`src/rtl/instr_issuer.sv`:
```
// Sequential instruction issuer: replays a small program buffer to a compute unit,
// one instruction at a time, accumulating a checksum of the matching responses.
module instr_issuer #(
  parameter int unsigned DEPTH   = 8,
  parameter int unsigned TIMEOUT = 3
) (
  input  logic        clk,
  input  logic        rstn,
  input  logic        prog_we,
  input  logic [2:0]  prog_addr,
  input  logic [15:0] prog_data,
  input  logic [3:0]  prog_len,
  input  logic        start,
  input  logic [7:0]  rsp_data,
  input  logic        rsp_valid,
  input  logic [3:0]  rsp_reg_id,
  output logic [15:0] instruction,
  output logic        en,
  output logic        busy,
  output logic        done,
  output logic        err,
  output logic [7:0]  checksum,
  output logic [3:0]  issued_cnt
);

  typedef enum logic [1:0] {S_IDLE, S_ISSUE, S_WAIT, S_FIN} state_e;

  localparam logic [3:0]     DEPTH_L = 4'(DEPTH);
  localparam int unsigned    WW      = (TIMEOUT < 2) ? 1 : $clog2(TIMEOUT);
  localparam logic [WW-1:0]  WLAST   = WW'(TIMEOUT - 1);

  state_e        state_q, state_d;
  logic [15:0]   buf_q [8];
  logic [3:0]    pc_q, pc_d;
  logic [3:0]    len_q, len_d;
  logic [WW-1:0] wcnt_q, wcnt_d;
  logic [15:0]   instr_q, instr_d;
  logic [3:0]    cnt_q, cnt_d;
  logic [7:0]    sum_q, sum_d;
  logic          err_q, err_d;
  logic          expect_rsp;
  logic          advance;
  logic [3:0]    pc_inc;

  // Program storage is deliberately left out of reset so a program survives an abort.
  always_ff @(posedge clk) begin
    if (!rstn && state_q == S_IDLE && prog_we && ({1'b0, prog_addr} < DEPTH_L)) begin
      buf_q[prog_addr] <= prog_data;
    end
  end

  always_ff @(posedge clk) begin
    if (rstn) begin
      state_q <= S_IDLE;
      pc_q    <= '0;
      len_q   <= '0;
      wcnt_q  <= '0;
      instr_q <= '0;
      cnt_q   <= '0;
      sum_q   <= '0;
      err_q   <= 1'b0;
    end else begin
      state_q <= state_d;
      pc_q    <= pc_d;
      len_q   <= len_d;
      wcnt_q  <= wcnt_d;
      instr_q <= instr_d;
      cnt_q   <= cnt_d;
      sum_q   <= sum_d;
      err_q   <= err_d;
    end
  end

  // instr_q is loaded on entry to ISSUE, so it shows buffer[pc] during ISSUE and holds afterwards.
  always_comb begin
    state_d    = state_q;
    pc_d       = pc_q;
    len_d      = len_q;
    wcnt_d     = wcnt_q;
    instr_d    = instr_q;
    cnt_d      = cnt_q;
    sum_d      = sum_q;
    err_d      = err_q;
    advance    = 1'b0;
    pc_inc     = pc_q + 4'd1;
    expect_rsp = (instr_q[15:12] != 4'h0) && !instr_q[15];

    unique case (state_q)
      S_IDLE: begin
        if (start) begin
          len_d  = (prog_len > DEPTH_L) ? DEPTH_L : prog_len;
          pc_d   = '0;
          cnt_d  = '0;
          sum_d  = '0;
          err_d  = 1'b0;
          wcnt_d = '0;
          if (len_d == 4'd0) begin
            state_d = S_FIN;
          end else begin
            state_d = S_ISSUE;
            instr_d = buf_q[3'd0];
          end
        end
      end
      S_ISSUE: begin
        cnt_d   = cnt_q + 4'd1;
        wcnt_d  = '0;
        state_d = S_WAIT;
      end
      S_WAIT: begin
        // A matching response wins over a timeout expiring in the same cycle.
        if (!expect_rsp) begin
          advance = 1'b1;
        end else if (rsp_valid && rsp_reg_id == instr_q[11:8]) begin
          sum_d   = sum_q + rsp_data;
          advance = 1'b1;
        end else if (wcnt_q == WLAST) begin
          err_d   = 1'b1;
          state_d = S_FIN;
        end else begin
          wcnt_d = wcnt_q + WW'(1);
        end
        if (advance) begin
          pc_d = pc_inc;
          if (pc_inc < len_q) begin
            state_d = S_ISSUE;
            instr_d = buf_q[pc_inc[2:0]];
          end else begin
            state_d = S_FIN;
          end
        end
      end
      S_FIN: state_d = S_IDLE;
      default: state_d = S_IDLE;
    endcase
  end

  assign instruction = instr_q;
  assign en          = (state_q == S_ISSUE);
  assign busy        = (state_q != S_IDLE);
  assign done        = (state_q == S_FIN);
  assign err         = err_q;
  assign checksum    = sum_q;
  assign issued_cnt  = cnt_q;

endmodule

```
`config.mk`:
```
export PLATFORM = sky130hd
export DESIGN_NAME = instr_issuer
export DESIGN_NICKNAME = d
export VERILOG_FILES = /design/src/rtl/instr_issuer.sv
export SDC_FILE = /design/constraint.sdc
export NUM_CORES = 1
export LEC_CHECK = 0
export ABC_AREA = 1
export BUFFER_PORTS_ARGS = -buffer_cell sky130_fd_sc_hd__buf_2
export CORE_MARGIN = 3
export CORE_UTILIZATION = 57
export DETAILED_ROUTE_END_ITERATION = 10
export HOLD_SLACK_MARGIN = 0.05
export MAX_ROUTING_LAYER = met4
export PLACE_DENSITY = 0.84
export SYNTH_ARGS = -nofsm -noshare
export SYNTH_HDL_FRONTEND = slang
export SYNTH_SLANG_ARGS = --single-unit
```
`constraint.sdc`:
```
create_clock -name clk -period 5.3 [get_ports clk]
set_input_delay 1.06 -clock clk [delete_from_list [all_inputs] [get_ports clk]]
set_output_delay 1.06 -clock clk [all_outputs]
set_load 0.01 [all_outputs]
```
### Word level (Yosys, flattened, before mapping)

Memory sizes are Yosys's and may differ from the RTL's.
Index checks and enable logic that the tools add are counted.

* output and inout port bits: 32
* register bits after elaboration: 41
* memory bits (read-only): 0
* input port bits: 40
* word-level logic and storage cells: 90
* bits in writable memories: 128
* memories: 1
* latch bits: 0

Memory list
* buf_q: words 8, bits a word 16, read ports 2, clocked after Yosys merged registers in 0, write ports 1, RTL line 33 `logic [15:0] buf_q [8];`

* mux-type cells: 37
* $add $sub $neg: 4
* $lt $le $gt $ge: 2
* div/mod/pow operators: 0
* shift-type cells: 0
* bitwise logic cells: 0
* equality and inequality tests: 17
* $mul: 0
* reduce and logical (&&, ||, !) cells: 21

Operators with widths (number)
* $mux W16: 4
* $pmux W16 S2: 1
* $mux W8: 3
* $mux W2: 11
* $ne A2 B2 Y1 const B: 9
* $pmux W4 S2: 2
* $pmux W8 S2: 1
* $reduce_and A5 Y1: 3
* $mux W4: 3
* $mux W1: 9
* $ne A3 B3 Y1 const B: 3
* $add A4 B1 Y4 const B: 2
* $add A8 B8 Y8: 1
* $pmux W2 S4: 1
* $reduce_and A4 Y1: 2
* $eq A2 B2 Y1 const B: 3
* $pmux W2 S3: 1
* $reduce_bool A2 Y1: 3
* $eq A4 B4 Y1: 1
* $gt A4 B4 Y1 const B: 1
* $logic_and A1 B1 Y1: 4
* $logic_not A4 Y1: 1
* $lt A4 B4 Y1: 1
* $reduce_and A2 Y1: 2
* 8 further kinds: 9

### Longest topological paths before layout

Gate-level depths: netlist of run 1.

* depth in word-level cells: 7
* mapped depth: 15
* depth with buffers taken out: 12

### Worst setup path before layout of run 1

OpenSTA, ideal clock, no wires.

* kind: input -> register
* start: input port rstn
* end: memory buf_q[0][0] (enable)
* arrival time: 2531 ps
* required time: 4891 ps
* path slack: 2360 ps
* buffers on the path: 0
* library setup time: 409 ps
* stages: 5
* cells stage by stage: inv_1 > nand2_1 > nor2_1 > nand2_1 > nor3_1

* longest elaborated chain between the ends: 5

Ends and longest elaborated chain
* from (decl): RTL line 8 `input logic rstn,`
* $logic_not A1 Y1: RTL line 47 `if (!rstn && state_q == S_IDLE && prog_we && ({1'b0, prog_addr} < DEPTH_L)) begin`
* $logic_and A1 B1 Y1 (2 in a row): RTL line 47
* $mux W1: RTL line 47
* $mux W1 (not written as such): RTL line 48 `buf_q[prog_addr] <= prog_data;`
* to (decl): RTL line 33

Every way passes these cells.

### Worst setup path in the final report of run 1

* start: input port rstn
* end: memory buf_q[6][9] (enable)

Same word-level chain as after synthesis.

==> results of run 1 <==
==> flip-flops by register name, summed over array words and instances (netlist names) <==
register     count
instruction     16
len_q            4
state_q          2
buf_q          128
issued_cnt       4
pc_q             4
err              1
checksum         8
wcnt_q           2
==> cell type report <==
type / count / area share, %
Clock buffer: 18 / 5.09
Antenna cell: 1 / 0.0297
Sequential cell: 169 / 55.4
Clock inverter: 13 / 1.16
Multi-Input combinational cell: 496 / 28.7
Tap cell: 172 / 2.55
Timing Repair Buffer: 81 / 5.11
Inverter: 44 / 1.96
==> through the flow <==
step | util (%) | area (µm²) | power (mW) | hold WS, ns
final | 66.5 | 8430 | 4.39 | 0.465
after detailed placement | 62.3 | 7900 | 3.28 | 0.459
after floorplan | - | 7420 | 2.89 | 0.443
after global routing | 66.5 | 8430 | 4.69 | 0.503
after CTS | 66.5 | 8420 | 4.39 | 0.469
after global placement | 62.3 | 7900 | 3.24 | 0.459
==> worst max-delay path, stage by stage <==
cell and delay [ns]:
buf_2 0.19, inv_1 0.68, nand2_1 0.13, nor2_1 0.25
nand2_1 0.16, nor2_1 0.31, buf_4 0.31
==> routing by layer <==
| layer | up-vias | track usage (%) | share of wire (%) |
|---|---|---|---|
| li1 | 2666 | - | - |
| met1 | 2518 | 30.0 | 44 |
| met2 | 200 | 35.0 | 47 |
| met3 | 23 | 5.61 | 7.4 |
| met4 | 0 | 8.73 | 1.5 |
| met5 | - | - | 0 |
==> cell usage after synthesis, drive strengths merged <==
master / number / share of area [%]
a211oi: 2 / 0.20
clkbuf: 17 / 0.86
nand3b: 5 / 0.51
a21oi: 21 / 1.6
nand2: 154 / 7.9
or2: 2 / 0.17
o22ai: 31 / 2.6
xor2: 3 / 0.46
nor3: 4 / 0.27
o21ai: 67 / 4.5
o21a: 1 / 0.10
fa: 1 / 0.27
nand4: 3 / 0.25
nor2: 141 / 7.6
inv: 44 / 2.2
ha: 13 / 2.2
and2: 2 / 0.20
buf: 17 / 1.6
edfxtp: 128 / 52
a22oi: 3 / 0.30
dfxtp: 41 / 11
nand3: 40 / 2.9
xnor2: 3 / 0.35
==> cell families (layout without fill, tap and decap cells) <==
logic type	after synthesis	in the layout
flops	169	169
simple gates	351	351
other cells	0	1
compound gates	125	125
buf+inv	78	156
xor+xnor	6	6
fa+ha+maj	14	14
==> power groups by stage <==
stage	sequential, mW	clock [mW]	combinational, mW
after CTS	1.62	1.12	1.66
final	1.62	1.10	1.67
after global placement	1.64	0	1.60
after global routing	1.63	1.16	1.90
after floorplan	1.67	0	1.22
after detailed placement	1.64	0	1.63
==> worst paths after layout <==
check | slack [ns] | cells past startpoint | end | from
worst max-delay path | 2.31 | 7 | buf_q[6][9] | rstn
worst min register to register | 0.46 | 2 | err | err
worst min-delay path | 0.46 | 2 | err | err
worst max register to register | 2.49 | 9 | instruction[2] | pc_q[0]
==> qor.txt, run 1 <==
=====================================================================================
Reg clk slew, reported paths                                                  0.06 ns
Wire length of the first global-routing pass                                24,500 µm
RSZ-0062 raised after global routing                                               no
Category of the worst setup path capture point                                   flop
Die Y                                                                          120 µm
Number of nets in the finished design                                             863
Number of detailed-routing iterations run before antenna repair                     7
Master cell of the clock root buffer                                        clkbuf_16
Row Count                                                                          41
Number of clock buffers inserted by TritonCTS                                      17
Fill cell count                                                                   967
Horizontal die dimension                                                       120 µm
Number of setup violations in the final report                                      0
Routed via count divided by cell count                                           5.44
Highest achievable clock rate                                               0.334 GHz
Area taken by multi-input logic gates                                        2420 µm²
Post-synthesis share of cell area spent on and, or, nand and nor gates          19.9%
Routability congestion estimate                                                 0.849
Overall via count from detail_route                                             5,407
Minimum clock period                                                          2.99 ns
Net count after synthesis                                                         797
Seq cells post-synth                                                              169
H-tree depth                                                                        4
Sw frac                                                                         38.8%
Port bufs                                                                          71
Path class of the lowest-slack min-delay path                            flop to flop
Avg Synthesized Cell Area                                                    9.99 µm²
CP Data Required Time                                                         5.42 ns
All-layer global routing usage                                                  22.9%
Pwr Density                                                                521 nW/µm²
Worst slack at placement                                                      1.88 ns
Area Overhead vs Synth                                                          13.5%
Fin. Hold Viols                                                                     0
Setup TNS                                                                        0 ns
Largest net degree at the start of global routing                                  70
Share of power burned in the clock network                                      25.2%
Final Worst Setup Slack                                                       2.31 ns
Number of antenna violations at the first check in global routing                   1
Switching power                                                               1.70 mW
Post-synthesis instance area                                                 7420 µm²
Average wire per standard cell                                                15.8 µm
Synthesized-area fraction occupied by ao, oa, aoi and oai cells                 9.30%
Dominant combinational cell family by area after synthesis               simple AND/OR/NAND/NOR gates
Share of cells above drive strength 1                                           17.2%
Insertion delay of the later-clocked pin in the worst-skew pair               0.43 ns
Remaining number of nets flagged by the antenna check after routing                 0
Leakage power                                                                 3.36 nW
Vias in the first global route                                                  4,970
Highest ir drop seen on vdd                                                0.000343 V
Clock Tree Buf Depth                                                                2
Max Clock Skew                                                             0.00620 ns
HPWL after detailed placement                                                 9770 µm
Sequential cell area fraction in the yosys report                               62.8%
Non-Filler Instances                                                              994
Post-CTS Hold Fix Bufs                                                              0
DRT iter0 DRCs                                                                    482
Cell-internal power                                                           2.69 mW
Outcome                                                                  complete, no violations
Biggest fanout along the worst timing path                                         30
Number of sinks on the clock net                                                  169
Most common cell after layout, fill and taps aside                            nand2_1
Type of origin of the critical path                                        input port
Critical path arrival                                                         3.11 ns
Initial Utilization                                                             58.6%
CTS tree                                                                        built
Gate count after technology mapping                                               743
Final number of max-transition violations                                           0
Die area                                                                   14,400 µm²
I/O pins                                                                           72
Leading cell types in the layout, fill and taps excluded                 nand2_1 (152), nor2_1 (130), edfxtp_1 (128)
Part of the power in registers                                                  36.8%
Distinct cell type count after synthesis                                           35
Area taken by flip-flops and latches                                         4670 µm²
Synth warnings                                                                      0
Routed WL                                                                   15,700 µm
Final global-route overflow total                                                   0
Number of buffers inserted to repair setup after CTS                                0
Maximum Capacitance Violations                                                      0
Share of total power in combinational logic                                     38.1%
Slew at the pin with the worst max-slew slack                                 1.03 ns
Mux cell area share after synthesis                                                0%
Post-Synth Adder-Cell Area                                                      2.46%
Total placed cells including tap cells                                            962
Drc violations                                                                      0
Slew HR                                                                         31.3%
XOR/XNOR share of the synthesized area                                         0.809%
Resize count post-CTS                                                               0
Area of the core                                                           12,700 µm²
Category of the critical setup timing path                               input port to flop
Share of the cycle needed by the critical path after routing                    56.4%
=====================================================================================
(Power assumes the default switching activity.)
==> run 2, diff against run 1 <==
==> constraint.sdc (replaced) <==
create_clock -name clk -period 3.1 [get_ports clk]
set_input_delay 0.62 -clock clk [delete_from_list [all_inputs] [get_ports clk]]
set_output_delay 0.62 -clock clk [all_outputs]
set_load 0.01 [all_outputs]
==> run 2 against run 1 <==
Setup slack got worse by 1.5 ns. Combinational power increased by 71%. Count of clock-buffer cells in the layout decreased by 1. Clock skew about the same. Sequential share of layout area decreased by 0.45 points. Die area unchanged. Critical path depth increased by 3. Design area increased by 0.82%. Global-route usage increased by 0.39 points. Clock power increased by 89%.
==> qor.txt, run 2 (same netlist as run 1, synthesis figures left out) <==
==================================================================================
Area of the core                                                        12,700 µm²   unchanged
Max Clock Skew                                                          0.00616 ns   -0.0000375 ns
Final number of max-transition violations                                        0   unchanged
Biggest fanout along the worst timing path                                      32   +6.7%
Post-route core utilization                                                  67.0%   +0.54 points
Average wire per standard cell                                             15.7 µm   -0.42%
CTS tree                                                                     built
Critical path arrival                                                      2.59 ns   -0.52 ns
Share of the cycle needed by the critical path after routing                 73.4%
Number of detailed-routing iterations run before antenna repair                  5   -2
Maximum Capacitance Violations                                                   0   unchanged
Setup TNS                                                                     0 ns   unchanged
DRT iter0 DRCs                                                                 437   -9.3%
HPWL after detailed placement                                            10,000 µm   +2.8%
Highest ir drop seen on vdd                                             0.000574 V   +67%
Worst hold path startpoint                                             prog_len[1]
Highest achievable clock rate                                            0.439 GHz
Category of the critical setup timing path                            flop to flop
Resize count post-CTS                                                            0   unchanged
Reg2reg end                                                           instruction[8]
Non-Filler Instances                                                           996   +0.20%
Flip-flop count of the largest register after layout                           128   unchanged
Vias in the first global route                                               5,100   +2.6%
Fin. Hold Viols                                                                  0   unchanged
Antenna cells                                                                    0   -1
H-tree depth                                                                     4   unchanged
Pwr Density                                                             907 nW/µm²   +74%
Number of buffers inserted to repair setup after CTS                             0   unchanged
Leakage power                                                              3.40 nW   +1.1%
Outcome                                                               complete, no violations
Number of clock buffers inserted by TritonCTS                                   17   unchanged
Clock Tree Buf Depth                                                             2   unchanged
Slew HR                                                                      31.8%   +0.53 points
Remaining number of nets flagged by the antenna check after routing              0   unchanged
Post-CTS Hold Fix Bufs                                                           0   unchanged
Routed via count divided by cell count                                        5.44   about the same
I/O pins                                                                        72   unchanged
Number of setup violations in the final report                                   0   unchanged
Leading cell types in the layout, fill and taps excluded              nand2_1 (152), nor2_1 (130), edfxtp_1 (128)
Number of antenna violations at the first check in global routing                0   -1
Overall via count from detail_route                                          5,416   +0.17%
Port bufs                                                                       71   unchanged
Die Y                                                                       120 µm   unchanged
CP Data Required Time                                                      3.42 ns   -2.00 ns
Setup slack, reg-to-reg                                                    0.82 ns   -1.67 ns
Die area                                                                14,400 µm²   unchanged
Worst slack at placement                                                  0.855 ns   -1.03 ns
Routability congestion estimate                                              0.844   -0.55%
Area Overhead vs Synth                                                       14.4%
Path class of the lowest-slack min-delay path                         input port to flop
Hold Crit Endpoint                                                        len_q[1]
Row Count                                                                       41   unchanged
Horizontal die dimension                                                    120 µm   unchanged
Largest reg by FF count                                                      buf_q
Largest net degree at the start of global routing                               67   -4.3%
Wire length of the first global-routing pass                             25,200 µm   +2.7%
Depth of the worst register-to-register path                                    10   +1
Slew at the pin with the worst max-slew slack                              1.02 ns   -0.00684 ns
Reg clk slew, reported paths                                               0.06 ns   about the same
RSZ-0062 raised after global routing                                            no
Initial Utilization                                                          58.6%   unchanged
Drc violations                                                                   0   unchanged
Number of nets in the finished design                                          865   +0.23%
Type of origin of the critical path                                           flop
Master cell of the clock root buffer                                     clkbuf_16
Launch point of the worst reg-to-reg path                                  pc_q[0]
Category of the worst setup path capture point                                flop
Final Worst Setup Slack                                                   0.824 ns   -1.49 ns
Fin Hold WS                                                               0.453 ns   -0.0112 ns
All-layer global routing usage                                               23.3%   +0.39 points
Minimum clock period                                                       2.28 ns
Routed WL                                                                15,700 µm   -0.22%
Most common cell after layout, fill and taps aside                         nand2_1
Number of sinks on the clock net                                               169   unchanged
Share of cells above drive strength 1                                        17.1%   -0.063 points
Final global-route overflow total                                                0   unchanged
Insertion delay of the later-clocked pin in the worst-skew pair            0.43 ns   about the same
Cell depth of the worst min-delay path                                           3   +1
Total placed cells including tap cells                                         964   +0.21%
==================================================================================
[run 2: changes by cell type in the layout (fill, tap and decap cells not counted), moves of 2 or more]
cell / delta
inv_6: -2
clkinv_1: +4
bufinv_16: +3
buf_4: +2
[run 2: routing by layer]
| layer | GRT usage (%) | routed length (µm) | share of wire (%) | vias to the layer above |
|---|---|---|---|---|
| met4 | 8.45 | 297 | 1.9 | 0 |
| met2 | 36.3 | 7420 | 47 | 229 |
| li1 | - | - | - | 2671 |
| met1 | 30.0 | 6560 | 42 | 2489 |
| met5 | - | 0 | 0 | - |
| met3 | 5.70 | 1380 | 8.8 | 27 |
[run 2: cell type report]
type	count	area (µm²)
Timing Repair Buffer	83	445
Tap cell	172	215
Clock inverter	15	158
Fill cell	941	4180
Inverter	44	165
Multi-Input combinational cell	496	2420
Clock buffer	17	425
Sequential cell	169	4670
[run 2: through the flow]
step | instance area [µm²] | power [mW]
after global routing | 8490 | 8.23
after CTS | 8490 | 7.72
after detailed placement | 7910 | 5.62
after floorplan | 7420 | 4.95
after global placement | 7910 | 5.53
final | 8490 | 7.70
[run 2: how the worst max path moves through the flow]
| stage | from | endpoint | slack (ns) | cells after the start |
|---|---|---|---|---|
| 3_3_place_gp | rstn | buf_q[1][11] | 0.93 | 7 |
| 4_1_cts | pc_q[0] | instruction[8] | 0.83 | 10 |
| 2_1_floorplan | rstn | buf_q[0][0] | 0.60 | 5 |
| 3_5_place_dp | pc_q[0] | instruction[8] | 0.85 | 10 |
| 6_report | pc_q[0] | instruction[8] | 0.82 | 10 |
| 5_1_grt | pc_q[2] | instruction[2] | 0.59 | 12 |
[run 2: critical path: stages (launching register included)]
cell	delay [ns]
dfxtp_2	0.35
ha_1	0.49
ha_1	0.30
nand2_1	0.06
nand2_1	0.05
nand2_1	0.05
nand2_1	0.09
a21oi_4	0.17
nand3_4	0.30
nor2_1	0.25
nor2_2	0.05
[run 2: power by group]
group	internal, mW	leakage (nW)	switching, mW
sequential	2.65	1.49	0.125
combinational	0.930	1.62	1.92
clock	1.25	0.283	0.826
==> run 3, diff against run 2 <==
==> config.mk (replaced) <==
export PLATFORM = sky130hd
export DESIGN_NAME = instr_issuer
export DESIGN_NICKNAME = d
export VERILOG_FILES = /design/src/rtl/instr_issuer.sv
export SDC_FILE = /design/constraint.sdc
export NUM_CORES = 1
export LEC_CHECK = 0
export ABC_AREA = 0
export BUFFER_PORTS_ARGS = -buffer_cell sky130_fd_sc_hd__buf_2
export CORE_MARGIN = 3
export CORE_UTILIZATION = 53
export DETAILED_ROUTE_END_ITERATION = 10
export HOLD_SLACK_MARGIN = 0.05
export MAX_ROUTING_LAYER = met4
export PLACE_DENSITY = 0.83
export SYNTH_ARGS = -nofsm -noshare
export SYNTH_HDL_FRONTEND = slang
export SYNTH_SLANG_ARGS = --single-unit
==> constraint.sdc (replaced) <==
create_clock -name clk -period 1.9 [get_ports clk]
set_input_delay 0.38 -clock clk [delete_from_list [all_inputs] [get_ports clk]]
set_output_delay 0.38 -clock clk [all_outputs]
set_load 0.01 [all_outputs]
==> run 3 against run 2 <==
The run now ends with setup timing left. Sequential cell count unchanged. Design area up 4.8%. Combinational power down 73%. Count of clock-buffer cells in the layout unchanged. Register-to-register slack worse by 0.93 ns. Synthesized area down 4.0%.
==> qor.txt, run 3 <==
=========================================================================================
Outcome                                                                      finished, violations left
Violated checks                                                              setup timing
Global routing met3 resource utilization                                            5.80%   +0.10 points
Number of sinks on the clock net                                                      169   unchanged
CTS tree                                                                            built
Average wire per standard cell                                                    20.8 µm   +32%
Final number of max-transition violations                                               0   unchanged
Number of clock buffers inserted by TritonCTS                                          17   unchanged
Routed via count divided by cell count                                               6.00   +10%
Post-route design area                                                           8900 µm²   +4.8%
CP Data Required Time                                                             2.25 ns   -1.17 ns
HPWL after detailed placement                                                   10,300 µm   +2.6%
Area of the core                                                               12,900 µm²   +1.6%
Antenna cells                                                                           0   unchanged
All-layer global routing usage                                                      23.2%   -0.11 points
Sequential cell area fraction in the yosys report                                   65.4%   +2.6 points
Largest reg by FF count                                                             buf_q
Avg Synthesized Cell Area                                                        14.5 µm²   +45%
Reg clk slew, reported paths                                                      0.06 ns   about the same
Flip-flop count of the largest register after layout                                  128   unchanged
Number of nets in the finished design                                                 657   -24%
Wire length of the first global-routing pass                                    25,100 µm   -0.22%
DRT iter0 DRCs                                                                        559   +28%
Slew HR                                                                             66.3%   +34 points
Minimum clock period                                                              2.01 ns   -0.265 ns
Number of buffers inserted to repair setup after CTS                                    0   unchanged
Post-Place Cell Area                                                             8200 µm²   +3.6%
Final global-route overflow total                                                       0   unchanged
Horizontal die dimension                                                           122 µm   +1.5%
Post-synth top area cell                                                         edfxtp_1
Routability congestion estimate                                                     0.838   -0.70%
Area Overhead vs Synth                                                              24.9%
Number of setup violations in the final report                                         17   +17
Post-synthesis instance area                                                     7130 µm²   -4.0%
Routed WL                                                                       16,400 µm   +4.5%
Most repeated cell in the gate-level netlist after synthesis                     edfxtp_1
I/O pins                                                                               72   unchanged
Fin. Hold Viols                                                                         0   unchanged
Leading cell types in the layout, fill and taps excluded                     edfxtp_1 (128), buf_2 (71), nand2_1 (35), dfxtp_1 (35), buf_4 (33)
Slew at the pin with the worst max-slew slack                                    0.504 ns   -0.519 ns
Die area                                                                       14,900 µm²   +3.1%
H-tree depth                                                                            4   unchanged
Biggest fanout along the worst timing path                                             28   -13%
Type of origin of the critical path                                                  flop
Remaining number of nets flagged by the antenna check after routing                     0   unchanged
Gate count after technology mapping                                                   492   -34%
Most Used Layer, Global Route                                                        met2
Proportion of register bits with asynchronous set or reset after synthesis             0%   unchanged
Number of detailed-routing iterations run before antenna repair                         5   unchanged
Net count after synthesis                                                             546   -31%
Vias in the first global route                                                      4,754   -6.8%
Top cells by area in the synthesized netlist                                 edfxtp_1 (54%), dfxtp_1 (12%), mux4_2 (10%)
Share of the cycle needed by the critical path after routing                         106%   +32 points
Critical path arrival                                                             2.36 ns   -0.23 ns
Synth warnings                                                                          0   unchanged
Category of the critical setup timing path                                   flop to flop
Global-route met1 utilization                                                       28.6%   -1.4 points
Maximum Capacitance Violations                                                          0   unchanged
Overall Power                                                                     8.21 mW   +6.6%
Clock Tree Buf Depth                                                                    2   unchanged
Fraction of synthesized cell area taken by the top area cell type                   53.9%   +2.2 points
Drc violations                                                                          0   unchanged
Leakage power                                                                     3.10 nW   -8.7%
Number of antenna violations at the first check in global routing                       0   unchanged
Master cell of the clock root buffer                                            clkbuf_16
Post-synth EDFFs                                                                      128   unchanged
Port bufs                                                                              71   unchanged
Share of cells above drive strength 1                                               38.1%   +21 points
Highest achievable clock rate                                                   0.497 GHz   +13%
Ranking of synthesized cells by instance count                               edfxtp_1 (128), dfxtp_1 (41), a21oi_1 (40)
Seq cells post-synth                                                                  169   unchanged
Die Y                                                                              122 µm   +1.5%
Final Worst Setup Slack                                                         -0.111 ns   -0.935 ns
Row Count                                                                              41   unchanged
Insertion delay of the later-clocked pin in the worst-skew pair                   0.43 ns   about the same
Highest ir drop seen on vdd                                                    0.000586 V   +2.1%
Max Clock Skew                                                                 0.00693 ns   +0.000774 ns
Pwr Density                                                                    923 nW/µm²   +1.8%
Overall via count from detail_route                                                 4,725   -13%
Post-route core utilization                                                         69.1%   +2.1 points
Largest net degree at the start of global routing                                      44   -34%
Initial Utilization                                                                 55.4%   -3.2 points
Met2 global-route usage                                                             37.6%   +1.3 points
RSZ-0062 raised after global routing                                                  yes
Setup TNS                                                                        -1.07 ns   -1.07 ns
Distinct cell type count after synthesis                                               44   +26%
Ys flop type                                                                     edfxtp_1
Category of the worst setup path capture point                                       flop
Most common cell after layout, fill and taps aside                               edfxtp_1
Path class of the lowest-slack min-delay path                                input port to flop
=========================================================================================
[run 3: cell count changes in the layout (fill, tap and decap cells not counted), moves of 17 or more]
cell     change
nand2_1    -117
nor2_1     -116
mux2i_1     +17
nand3_1     -22
inv_1       -29
o21ai_0     -45
buf_4       +21
o22ai_1     -30
mux4_2      +32
[run 3: area by class of cell]
type | instances | area, µm²
multi-input cells | 288 | 2520
flip-flops and latches | 169 | 4670
well taps | 172 | 215
inverters | 9 | 33.8
clock inverters | 15 | 158
clock buffers | 17 | 425
repair buffers | 118 | 875
fillers | 830 | 3980
[run 3: final timing paths]
kind,startpoint,endpoint,slack [ns],cells after the start
max,pc_q[0],instruction[1],-0.11,8
min,prog_data[11],buf_q[3][11],0.23,1
max reg2reg,pc_q[0],instruction[1],-0.11,8
min reg2reg,pc_q[3],pc_q[3],0.47,2
[run 3: worst max-delay path: stages, from the launching register on]
cell and delay (ns):
dfxtp_4 0.36, ha_4 0.28, ha_1 0.22, a21o_1 0.16, a21oi_2 0.13, o21ai_2 0.08, buf_12 0.17, or3_1 0.39
a21oi_1 0.15
[run 3: per-stage QoR]
step	hold slack, ns	worst slack [ns]	cells
3_3_place_gp	0.446	-0.128	754
2_1_floorplan	0.436	-0.210	492
6_report	0.229	-0.111	788
4_1_cts	0.216	-0.0779	786
5_1_grt	0.217	-0.187	788
3_5_place_dp	0.457	-0.177	754
[run 3: metal layers]
metal,vias to the layer above,wire length (µm)
li1,2119,-
met1,2336,6470
met2,241,8280
met3,29,1280
met4,0,327
met5,-,0
[run 3: cell families (layout without fill, tap and decap cells)]
kind of cell	Yosys count	count (layout)	synth area share, %
AOI/OAI and AO/OA	93	95	7.30
buffers and inverters	37	159	2.40
DFF	169	169	65.4
adders and majority gates	14	14	2.56
and+or+nand+nor	119	119	8.18
xor gates and xnor gates	11	11	1.62
muxes	49	49	12.5
[run 3: timing repair]
item | in CTS | in global routing
pin swaps | 3 | 4
hold buffers | 0 | 0
gates resized for setup | 13 | 20
endpoints found under the setup margin | 18 | 44
cloned | 0 | 2
[run 3: power by group]
part           internal [mW]  total, mW  switching (mW)
Combinational          0.324      0.757           0.434
Sequential              4.05       4.10          0.0549
Clock                   1.85       3.35            1.50
